--- src/rtl/video_dither_rgb_if.sv ---
// Pixel, sync and status bundle shared by the video source, the dither stage and the VGA pins.
interface video_dither_rgb_if #(
    parameter int INBITS  = 8,
    parameter int OUTBITS = 4
);
    logic               pix_ce;
    logic [1:0]         mode;
    logic               hsync_in;
    logic               vsync_in;
    logic               vid_ena;
    logic [INBITS-1:0]  i_red;
    logic [INBITS-1:0]  i_green;
    logic [INBITS-1:0]  i_blue;
    logic [OUTBITS-1:0] o_red;
    logic [OUTBITS-1:0] o_green;
    logic [OUTBITS-1:0] o_blue;
    logic               hsync_out;
    logic               vsync_out;
    logic               vid_ena_out;
    logic [1:0]         frame;

    modport master (
        output pix_ce, mode, hsync_in, vsync_in, vid_ena, i_red, i_green, i_blue,
        input  o_red, o_green, o_blue, hsync_out, vsync_out, vid_ena_out, frame
    );

    modport slave (
        input  pix_ce, mode, hsync_in, vsync_in, vid_ena, i_red, i_green, i_blue,
        output o_red, o_green, o_blue, hsync_out, vsync_out, vid_ena_out, frame
    );
endinterface

--- src/rtl/video_dither_rgb.sv ---
// RGB colour-depth reducer for the VGA path: truncate, Bayer, temporal Bayer or LFSR-noise dither.
// Two-stage pipeline; syncs and video enable travel alongside the pixels.
module video_dither_rgb #(
    parameter int INBITS    = 8,
    parameter int OUTBITS   = 4,
    parameter bit VSYNC_POL = 1'b0
) (
    input  logic              clk,
    input  logic              reset_in,
    video_dither_rgb_if.slave vid
);
    localparam int   F       = INBITS - OUTBITS;
    localparam int   SHL     = (F >= 4) ? F - 4 : 0;
    localparam int   SHR     = (F >= 4) ? 0 : 4 - F;
    localparam int   WIDE    = INBITS + 4;
    localparam logic VS_IDLE = !VSYNC_POL;

    localparam logic [3:0] BAYER [16] = '{
        4'd0,  4'd8,  4'd2,  4'd10,
        4'd12, 4'd4,  4'd14, 4'd6,
        4'd3,  4'd11, 4'd1,  4'd9,
        4'd15, 4'd7,  4'd13, 4'd5
    };

    typedef enum logic [1:0] {
        MODE_TRUNC    = 2'd0,
        MODE_ORDERED  = 2'd1,
        MODE_TEMPORAL = 2'd2,
        MODE_LFSR     = 2'd3
    } mode_t;

    // The carry out of the add saturates the channel so bright pixels never wrap to black.
    function automatic logic [OUTBITS-1:0] dither(input logic [INBITS-1:0] pix, input logic [3:0] t);
        logic [INBITS:0] sum;
        sum = {1'b0, pix} + (INBITS+1)'((WIDE'(t) << SHL) >> SHR);
        return sum[INBITS] ? {OUTBITS{1'b1}} : OUTBITS'(sum >> F);
    endfunction

    logic [1:0]         x_q, y_q, frame_q;
    mode_t              mode_q;
    logic [15:0]        lfsr_q;
    logic               ena_prev_q, vs_prev_q;
    logic [INBITS-1:0]  red_s1, green_s1, blue_s1;
    logic [3:0]         t_red_s1, t_green_s1, t_blue_s1;
    logic               hsync_s1, vsync_s1, ena_s1;
    logic [OUTBITS-1:0] red_q, green_q, blue_q;
    logic               hsync_q, vsync_q, ena_q;

    logic               frame_start, ena_fall;
    logic [1:0]         y_cur, frame_cur;
    mode_t              mode_cur;
    logic [15:0]        lfsr_next;
    logic [3:0]         t_red, t_green, t_blue;

    // A frame start also governs the pixel sampled on that same pix_ce.
    always_comb begin
        frame_start = (vid.vsync_in == VSYNC_POL) && (vs_prev_q != VSYNC_POL);
        ena_fall    = ena_prev_q && !vid.vid_ena;
        y_cur       = frame_start ? 2'd0 : y_q;
        frame_cur   = frame_start ? frame_q + 2'd1 : frame_q;
        mode_cur    = frame_start ? mode_t'(vid.mode) : mode_q;
        lfsr_next   = lfsr_q[0] ? ((lfsr_q >> 1) ^ 16'hB400) : (lfsr_q >> 1);
        t_red       = 4'd0;
        t_green     = 4'd0;
        t_blue      = 4'd0;
        case (mode_cur)
            MODE_ORDERED: begin
                t_red   = BAYER[{y_cur, x_q}];
                t_green = t_red;
                t_blue  = t_red;
            end
            MODE_TEMPORAL: begin
                t_red   = BAYER[{y_cur, x_q ^ frame_cur}];
                t_green = t_red;
                t_blue  = t_red;
            end
            MODE_LFSR: begin
                t_red   = lfsr_q[3:0];
                t_green = lfsr_q[7:4];
                t_blue  = lfsr_q[11:8];
            end
            default: ;
        endcase
    end

    always_ff @(posedge clk or posedge reset_in) begin
        if (reset_in) begin
            x_q        <= 2'd0;
            y_q        <= 2'd0;
            frame_q    <= 2'd0;
            mode_q     <= MODE_TRUNC;
            lfsr_q     <= 16'hACE1;
            ena_prev_q <= 1'b0;
            vs_prev_q  <= VS_IDLE;
        end else if (vid.pix_ce) begin
            x_q        <= vid.vid_ena ? x_q + 2'd1 : 2'd0;
            y_q        <= frame_start ? 2'd0 : (ena_fall ? y_q + 2'd1 : y_q);
            frame_q    <= frame_cur;
            mode_q     <= mode_cur;
            lfsr_q     <= lfsr_next;
            ena_prev_q <= vid.vid_ena;
            vs_prev_q  <= vid.vsync_in;
        end
    end

    always_ff @(posedge clk or posedge reset_in) begin
        if (reset_in) begin
            red_s1     <= '0;
            green_s1   <= '0;
            blue_s1    <= '0;
            t_red_s1   <= 4'd0;
            t_green_s1 <= 4'd0;
            t_blue_s1  <= 4'd0;
            hsync_s1   <= 1'b1;
            vsync_s1   <= VS_IDLE;
            ena_s1     <= 1'b0;
            red_q      <= '0;
            green_q    <= '0;
            blue_q     <= '0;
            hsync_q    <= 1'b1;
            vsync_q    <= VS_IDLE;
            ena_q      <= 1'b0;
        end else if (vid.pix_ce) begin
            red_s1     <= vid.i_red;
            green_s1   <= vid.i_green;
            blue_s1    <= vid.i_blue;
            t_red_s1   <= t_red;
            t_green_s1 <= t_green;
            t_blue_s1  <= t_blue;
            hsync_s1   <= vid.hsync_in;
            vsync_s1   <= vid.vsync_in;
            ena_s1     <= vid.vid_ena;
            red_q      <= ena_s1 ? dither(red_s1, t_red_s1) : '0;
            green_q    <= ena_s1 ? dither(green_s1, t_green_s1) : '0;
            blue_q     <= ena_s1 ? dither(blue_s1, t_blue_s1) : '0;
            hsync_q    <= hsync_s1;
            vsync_q    <= vsync_s1;
            ena_q      <= ena_s1;
        end
    end

    assign vid.o_red       = red_q;
    assign vid.o_green     = green_q;
    assign vid.o_blue      = blue_q;
    assign vid.hsync_out   = hsync_q;
    assign vid.vsync_out   = vsync_q;
    assign vid.vid_ena_out = ena_q;
    assign vid.frame       = frame_q;
endmodule

--- src/flat_wrapper.sv ---
// flat-port wrapper written by rule: the top's interface ports become plain ports
module video_dither_rgb_flat 
#(
    parameter int INBITS    = 8,
    parameter int OUTBITS   = 4,
    parameter bit VSYNC_POL = 1'b0
)
  (clk, reset_in, vid_pix_ce, vid_mode, vid_hsync_in, vid_vsync_in, vid_vid_ena, vid_i_red, vid_i_green, vid_i_blue, vid_o_red, vid_o_green, vid_o_blue, vid_hsync_out, vid_vsync_out, vid_vid_ena_out, vid_frame);
  video_dither_rgb_if #(.INBITS(INBITS), .OUTBITS(OUTBITS)) vid_i ();
  input  logic clk;
  input  logic reset_in;
  input wire logic [$bits(vid_i.pix_ce)-1:0] vid_pix_ce;
  input wire logic [$bits(vid_i.mode)-1:0] vid_mode;
  input wire logic [$bits(vid_i.hsync_in)-1:0] vid_hsync_in;
  input wire logic [$bits(vid_i.vsync_in)-1:0] vid_vsync_in;
  input wire logic [$bits(vid_i.vid_ena)-1:0] vid_vid_ena;
  input wire logic [$bits(vid_i.i_red)-1:0] vid_i_red;
  input wire logic [$bits(vid_i.i_green)-1:0] vid_i_green;
  input wire logic [$bits(vid_i.i_blue)-1:0] vid_i_blue;
  output wire logic [$bits(vid_i.o_red)-1:0] vid_o_red;
  output wire logic [$bits(vid_i.o_green)-1:0] vid_o_green;
  output wire logic [$bits(vid_i.o_blue)-1:0] vid_o_blue;
  output wire logic [$bits(vid_i.hsync_out)-1:0] vid_hsync_out;
  output wire logic [$bits(vid_i.vsync_out)-1:0] vid_vsync_out;
  output wire logic [$bits(vid_i.vid_ena_out)-1:0] vid_vid_ena_out;
  output wire logic [$bits(vid_i.frame)-1:0] vid_frame;
  assign vid_i.pix_ce = vid_pix_ce;
  assign vid_i.mode = vid_mode;
  assign vid_i.hsync_in = vid_hsync_in;
  assign vid_i.vsync_in = vid_vsync_in;
  assign vid_i.vid_ena = vid_vid_ena;
  assign vid_i.i_red = vid_i_red;
  assign vid_i.i_green = vid_i_green;
  assign vid_i.i_blue = vid_i_blue;
  assign vid_o_red = vid_i.o_red;
  assign vid_o_green = vid_i.o_green;
  assign vid_o_blue = vid_i.o_blue;
  assign vid_hsync_out = vid_i.hsync_out;
  assign vid_vsync_out = vid_i.vsync_out;
  assign vid_vid_ena_out = vid_i.vid_ena_out;
  assign vid_frame = vid_i.frame;
  video_dither_rgb #(.INBITS(INBITS), .OUTBITS(OUTBITS), .VSYNC_POL(VSYNC_POL)) u_core (.clk(clk), .reset_in(reset_in), .vid(vid_i));
endmodule
--- config.mk ---
export PLATFORM = sky130hd
export DESIGN_NAME = video_dither_rgb_flat
export DESIGN_NICKNAME = d
export VERILOG_FILES = /design/src/rtl/video_dither_rgb_if.sv /design/src/rtl/video_dither_rgb.sv /design/src/flat_wrapper.sv
export SDC_FILE = /design/constraint.sdc
export NUM_CORES = 1
export LEC_CHECK = 0
export ABC_AREA = 0
export CAP_MARGIN = 20
export CORE_ASPECT_RATIO = 1.4
export CORE_MARGIN = 5
export CORE_UTILIZATION = 40
export CTS_CLUSTER_SIZE = 12
export DETAILED_ROUTE_END_ITERATION = 16
export PLACE_DENSITY = 0.61
export SETUP_SLACK_MARGIN = 0.2
export SYNTH_ARGS = -nofsm -noshare
export SYNTH_HDL_FRONTEND = slang
export SYNTH_SLANG_ARGS = --single-unit
--- constraint.sdc ---
create_clock -name clk -period 3.15 [get_ports clk]
set_input_delay 0.4725 -clock clk [delete_from_list [all_inputs] [get_ports clk]]
set_output_delay 0.4725 -clock clk [all_outputs]
set_load 0.1 [all_outputs]
==> results of run 1 <==
[critical path, delay by kind of cell]
kind            cells  cell delay, ns
compound gates      3            0.67
xor+xnor            1            0.15
buf+inv             1            0.45
simple gates        1            0.43
[area by class of cell]
cell class | instances | area, um^2 | share of cell area, %
Timing Repair Buffer | 51 | 470 | 10.6
Multi-Input combinational cell | 202 | 1440 | 32.3
Sequential cell | 78 | 1970 | 44.2
Clock inverter | 3 | 42.5 | 0.956
Clock buffer | 13 | 270 | 6.07
Inverter | 34 | 128 | 2.87
Tap cell | 107 | 134 | 3.01
[per-stage QoR]
stage               total power, W  worst slack (ns)  hold WS [ns]  instance area [um^2]  utilization [%]
global placement           0.00249             0.876         0.473                  4140             46.4
finish                     0.00354              1.15         0.487                  4450             49.9
CTS                        0.00359              1.14         0.490                  4450             49.9
detailed placement         0.00251             0.805         0.479                  4140             46.4
floorplan                  0.00224             0.702         0.454                  3590                -
global route               0.00376             0.934         0.509                  4450             49.9
[layer usage]
layer,wire [um],vias to the layer above
met5,0,-
li1,-,1254
met3,267,15
met2,3420,50
met4,188,0
met1,3130,1225
[flip-flops by register name, summed over array words and instances (netlist names)]
register / count
u_core.mode_q: 2
u_core.x_q: 2
u_core.ena_prev_q: 1
u_core.t_blue_s1: 4
u_core.blue_s1: 8
u_core.vid.o_blue: 4
u_core.green_s1: 8
u_core.vid.o_red: 4
u_core.red_s1: 8
u_core.hsync_s1: 1
u_core.y_q: 2
u_core.t_green_s1: 4
u_core.vid.hsync_out: 1
u_core.vs_prev_q: 1
u_core.vid.vid_ena_out: 1
u_core.t_red_s1: 4
u_core.lfsr_q: 16
u_core.vid.vsync_out: 1
u_core.vid.frame: 2
u_core.vid.o_green: 4
[placed cells by master, fill, tap and decap left out, drive strengths merged]
cell           count
inv               34
o22ai              6
nor3               5
nand2             23
dfrtp             66
clkinv             1
o221ai             6
o21ai             17
clkinvlp           1
dfstp             12
nand2b             3
mux2i              1
o21a               1
nand3              8
o32ai              9
ha                 9
xnor2              9
nor2              19
a211oi             1
nor4               1
a21oi             26
a221oi             2
nor2b              1
or3                1
a31oi              3
bufinv             1
and3               4
and3b              3
clkbuf            13
nand3b             1
clkdlybuf4s50     30
o2111ai            1
buf               21
mux2              38
and4               1
a22oi              3
[logic make-up after synthesis]
logic type	Yosys count	share of synthesized area (%)
muxes	39	12.2
adders and majority gates	9	3.13
xor gates and xnor gates	9	2.19
DFF	78	54.7
buffers and inverters	49	5.26
AOI/OAI and AO/OA	75	13.2
and+or+nand+nor	70	9.36
[power by group through the flow]
stage | clock, W | sequential, W | combinational, W
3_5_place_dp | 0 | 0.00147 | 0.00104
5_1_grt | 0.00114 | 0.00149 | 0.00114
2_1_floorplan | 0 | 0.00172 | 0.000523
4_1_cts | 0.00109 | 0.00145 | 0.00104
3_3_place_gp | 0 | 0.00146 | 0.00102
6_report | 0.00106 | 0.00145 | 0.00103
[path summary, 6_finish.rpt]
check                                 startpoint            endpoint  slack [ns]  cells past startpoint
worst min-delay path            u_core.lfsr_q[6]    u_core.lfsr_q[6]        0.49                      2
worst max-delay path                vid_vsync_in  u_core.t_red_s1[1]        1.15                      6
worst min register to register  u_core.lfsr_q[6]    u_core.lfsr_q[6]        0.49                      2
max in group asynchronous               reset_in    u_core.lfsr_q[7]        2.23                      3
worst max register to register  u_core.vs_prev_q  u_core.t_red_s1[1]        1.18                      5
min in group asynchronous               reset_in    u_core.red_s1[3]        0.55                      3
==> impl_metrics.tcl, run 1 <==
set metrics [dict create \
    status "complete, no violations" \
    p_comb_share_pct 29.1 \
    yosysUniqueCellTypes 37 \
    clkPwrFrac_pct 30.0 \
    fin_skew_ns 0.00525 \
    synth_top_area_share_pct 45.9 \
    hold_viol 0 \
    max_stage_delay_ns 0.45 \
    cts.reportedPaths.clkPinSlew_ns 0.06 \
    critical_path_required_ns 3.33 \
    clock_path_buffers 2 \
    min_period_over_period_pct 63.5 \
    cap_violations 0 \
    cts-hold-fix-buffers 0 \
    wire_per_inst_um 14.4 \
    grt_use_met1_pct 17.0 \
    p_int_w 0.00232 \
    gr-usage-met2_pct 22.3 \
    cp_data_arrival_time_ns 2.18 \
    routabilityCongestion 0.842 \
    drt_iter0_drc 135 \
    cts_resized 0 \
    cpMaxStageDelayCell "clkdlybuf4s50_1" \
    synth-edff-count 0 \
    tritoncts "yes" \
    synth_fp_nets 370 \
    yosys.area.top_type "dfrtp_1" \
    ir_worst_vdd_mv 0.434 \
    num-nets-final 417 \
    synth_ff_type "dfrtp_1" \
    wl_um 7010 \
    synth-seq-cells 78 \
    via_per_inst 5.21 \
    die_x_um 90.1 \
    area_growth_pct 23.8 \
    slew_viol_final 0 \
    yosys.cell_count.top_type "dfrtp_1" \
    ctsHtreeMaxLevel 3 \
    synth_area_per_cell_um2 10.9 \
    final.setup.tns_ns 0 \
    synth_area_leaders "dfrtp_1, mux2_2, dfstp_2" \
    die_y_um 122 \
    top_usage_layer "met2" \
    cts.sinks 78 \
    fillers 815 \
    fmax_mhz 500 \
    dpl.cell_count 472 \
    path_class "primary input to register" \
    switchingPower_w 0.00122 \
    grtUsageTotal_pct 13.7 \
    yosys-top-cells-count "dfrtp_1, mux2_2, inv_1" \
    antenna_found_initial 0 \
    critPathLaunchType "primary input" \
    layout_min_cycle_time_ns 2.00 \
    p_seq_share_pct 40.9 \
    crit_chain "clkdlybuf4s50_1 -> nor2b_2 -> o22ai_1 -> xnor2_1 -> o2111ai_1 -> o221ai_1" \
    grt-ovfl-total 0 \
    setup_violations 0 \
    yosysSeqAreaShare_pct 54.7 \
    port_buffers 48 \
    grt_pass1_vias 2638 \
    route.detailed.drc 0 \
    io_pins 49 \
    critical_path_peak_fanout 12 \
    grt_first_pass_wirelength_um 12400 \
    cts_setup_buffers 0 \
    rsz0062_at_grt "no" \
    antenna_left 0 \
    synth_cells 329 \
    slew_headroom_pct 57.1 \
    clock-root-buffer "clkbuf_16" \
    leakage_nw 1.94 \
    initial_core_util_pct 40.3 \
    dieArea_um2 11000 \
    num_vias 2544 \
    yosysWarnings 0 \
    core_um2 8930 \
    use_met3_pct 2.96 \
    endpoint_kind "register" \
    synth.cell_area_um2 3590 \
    finalNonFillerCells 488 \
    numCtsBuffers 9 \
    first_pass_iters 5 \
    clk_latency_ns 0.33 \
    antennaDiodeCount 0 \
    rows 41 \
    worst_hold_path_type "register to register" \
    p_sw_share_pct 34.5 \
    worst_pin_slew_ns 0.644 \
    power.density_nw_per_um2 796 \
    dp_hpwl_um 4770 \
    drive_gt1_share_pct 23.9 \
    ys_async_sr_fraction_pct 100 \
    grt_max_degree 79 \
]
No activity file was read; power rests on OpenSTA's default activity.
==> run 2: changes to the inputs <==
- clock period: 3.15 -> 2 ns (I/O delays scaled with it)
==> impl_metrics.tcl, run 2 (synthesis gave the netlist of run 1 again) <==
set metrics [dict create \
    status "complete, no violations" \
    grt_pass1_vias 2538 \
    clk_latency_ns 0.32 \
    io_pins 49 \
    final_cell_mix "dfrtp_1, mux2_2, inv_1" \
    grtUsageTotal_pct 13.4 \
    grt-ovfl-total 0 \
    cap_violations 0 \
    dp_hpwl_um 4850 \
    route.detailed.drc 0 \
    area_growth_pct 26.0 \
    largest_register_ffs 16 \
    regToRegSetupSlack_ns 0.27 \
    via_per_inst 5.18 \
    layout_min_cycle_time_ns 1.73 \
    p_sw_share_pct 34.4 \
    tritoncts "yes" \
    clkPwrFrac_pct 29.2 \
    final_area_um2 4530 \
    clock_path_buffers 2 \
    cp_data_arrival_time_ns 1.95 \
    crit_chain "ha_1 -> nor3_1 -> a22oi_2 -> and3_1 -> and3b_1 -> o32ai_1" \
    worst_pin_slew_ns 0.465 \
    critPathLaunchType "register" \
    fin_util_pct 50.7 \
    min_period_over_period_pct 86.4 \
    path_class "register to register" \
    hold_viol 0 \
    core_um2 8930 \
    numCtsBuffers 9 \
    placed_area_um2 4200 \
    die_x_um 90.1 \
    r2r-end "u_core.vid.o_green[2]" \
    wl_um 7040 \
    wire_per_inst_um 14.3 \
    drt_iter0_drc 93 \
    ctsHtreeMaxLevel 3 \
    fmax_mhz 579 \
    regMostFlops "u_core.lfsr_q" \
    switchingPower_w 0.00194 \
    p_int_w 0.00370 \
    num_vias 2541 \
    hold_ws_ns 0.211 \
    slew_viol_final 0 \
    endpoint_kind "register" \
    first_pass_iters 4 \
    slew_headroom_pct 68.9 \
    setup_violations 0 \
    antenna_left 0 \
    routabilityCongestion 0.805 \
    port_buffers 48 \
    leakage_nw 1.96 \
    final.setup.tns_ns 0 \
    worst_hold_path_type "primary input to register" \
    die_y_um 122 \
    num-nets-final 421 \
    cp-startpoint "u_core.t_green_s1[2]" \
    initial_core_util_pct 40.3 \
    rows 41 \
    cts.reportedPaths.clkPinSlew_ns 0.06 \
    ir_worst_vdd_mv 0.821 \
    max_stage_delay_ns 0.39 \
    antennaDiodeCount 0 \
    antenna_found_initial 0 \
    cpMaxStageDelayCell "dfrtp_1" \
    clock-root-buffer "clkbuf_16" \
    cts.sinks 78 \
    p_seq_share_pct 40.7 \
    power.density_nw_per_um2 1250 \
    grt_max_degree 79 \
    grt_first_pass_wirelength_um 12000 \
    layout.cells.most_common "dfrtp_1" \
    rsz0062_at_grt "yes" \
    worstSetupEndpoint "u_core.vid.o_green[2]" \
    cts-hold-fix-buffers 0 \
    dieArea_um2 11000 \
    drive_gt1_share_pct 26.3 \
    fin_skew_ns 0.00764 \
    critical_path_peak_fanout 4 \
    p_comb_share_pct 30.2 \
    reg2reg_depth 6 \
    critical_path_required_ns 2.22 \
    r2r_start "u_core.t_green_s1[2]" \
]
-- run 2: what timing repair did --
action	4_1_cts	5_1_grt
endpoints found under the setup margin	0	6
setup buffers	0	0
resized for setup	0	6
-- run 2: worst max-delay path: cells and delay by family, from the launching register on --
family                     cells  cell delay, ns
adders and majority gates      1            0.22
AOI/OAI and AO/OA              2            0.37
DFF                            1            0.39
and+or+nand+nor                3            0.64
-- run 2: cell type report --
class	instances	area, um^2
Sequential cell	78	1970
Fill cell	842	4400
Multi-Input combinational cell	202	1460
Timing Repair Buffer	55	526
Inverter	34	131
Tap cell	107	134
Clock inverter	3	42.5
Clock buffer	12	267
-- run 2: how the worst min path moves through the flow --
stage | endpoint | cells after the start | slack (ns) | from
floorplan | u_core.x_q[1] | 2 | 0.42 | vid_vid_ena
global placement | u_core.lfsr_q[6] | 2 | 0.47 | u_core.lfsr_q[6]
detailed placement | u_core.lfsr_q[6] | 2 | 0.48 | u_core.lfsr_q[6]
CTS | u_core.x_q[0] | 2 | 0.20 | vid_pix_ce
global route | u_core.x_q[0] | 2 | 0.22 | vid_pix_ce
finish | u_core.x_q[0] | 2 | 0.21 | vid_pix_ce
-- run 2: through the flow --
step / power, W / setup slack [ns] / cells
after floorplan: 0.00353 / 0.320 / 329
after global placement: 0.00396 / 0.187 / 476
after detailed placement: 0.00401 / 0.0875 / 476
after CTS: 0.00569 / 0.258 / 491
after global routing: 0.00598 / 0.169 / 491
final: 0.00564 / 0.272 / 491
-- run 2: routing by layer --
layer / vias up / global-route usage [%] / share of wire (%)
met3: 8 / 2.66 / 3.5
met4: 0 / 6.52 / 1.8
li1: 1260 / - / -
met1: 1233 / 17.3 / 45
met2: 40 / 21.7 / 50
met5: - / 0 / 0
-- run 2: power by group through the flow --
stage	registers (W)	logic, W	clock network, W
floorplan	0.00271	0.000823	0
global placement	0.00232	0.00165	0
detailed placement	0.00233	0.00168	0
CTS	0.00230	0.00169	0.00170
global route	0.00235	0.00187	0.00176
finish	0.00230	0.00170	0.00165
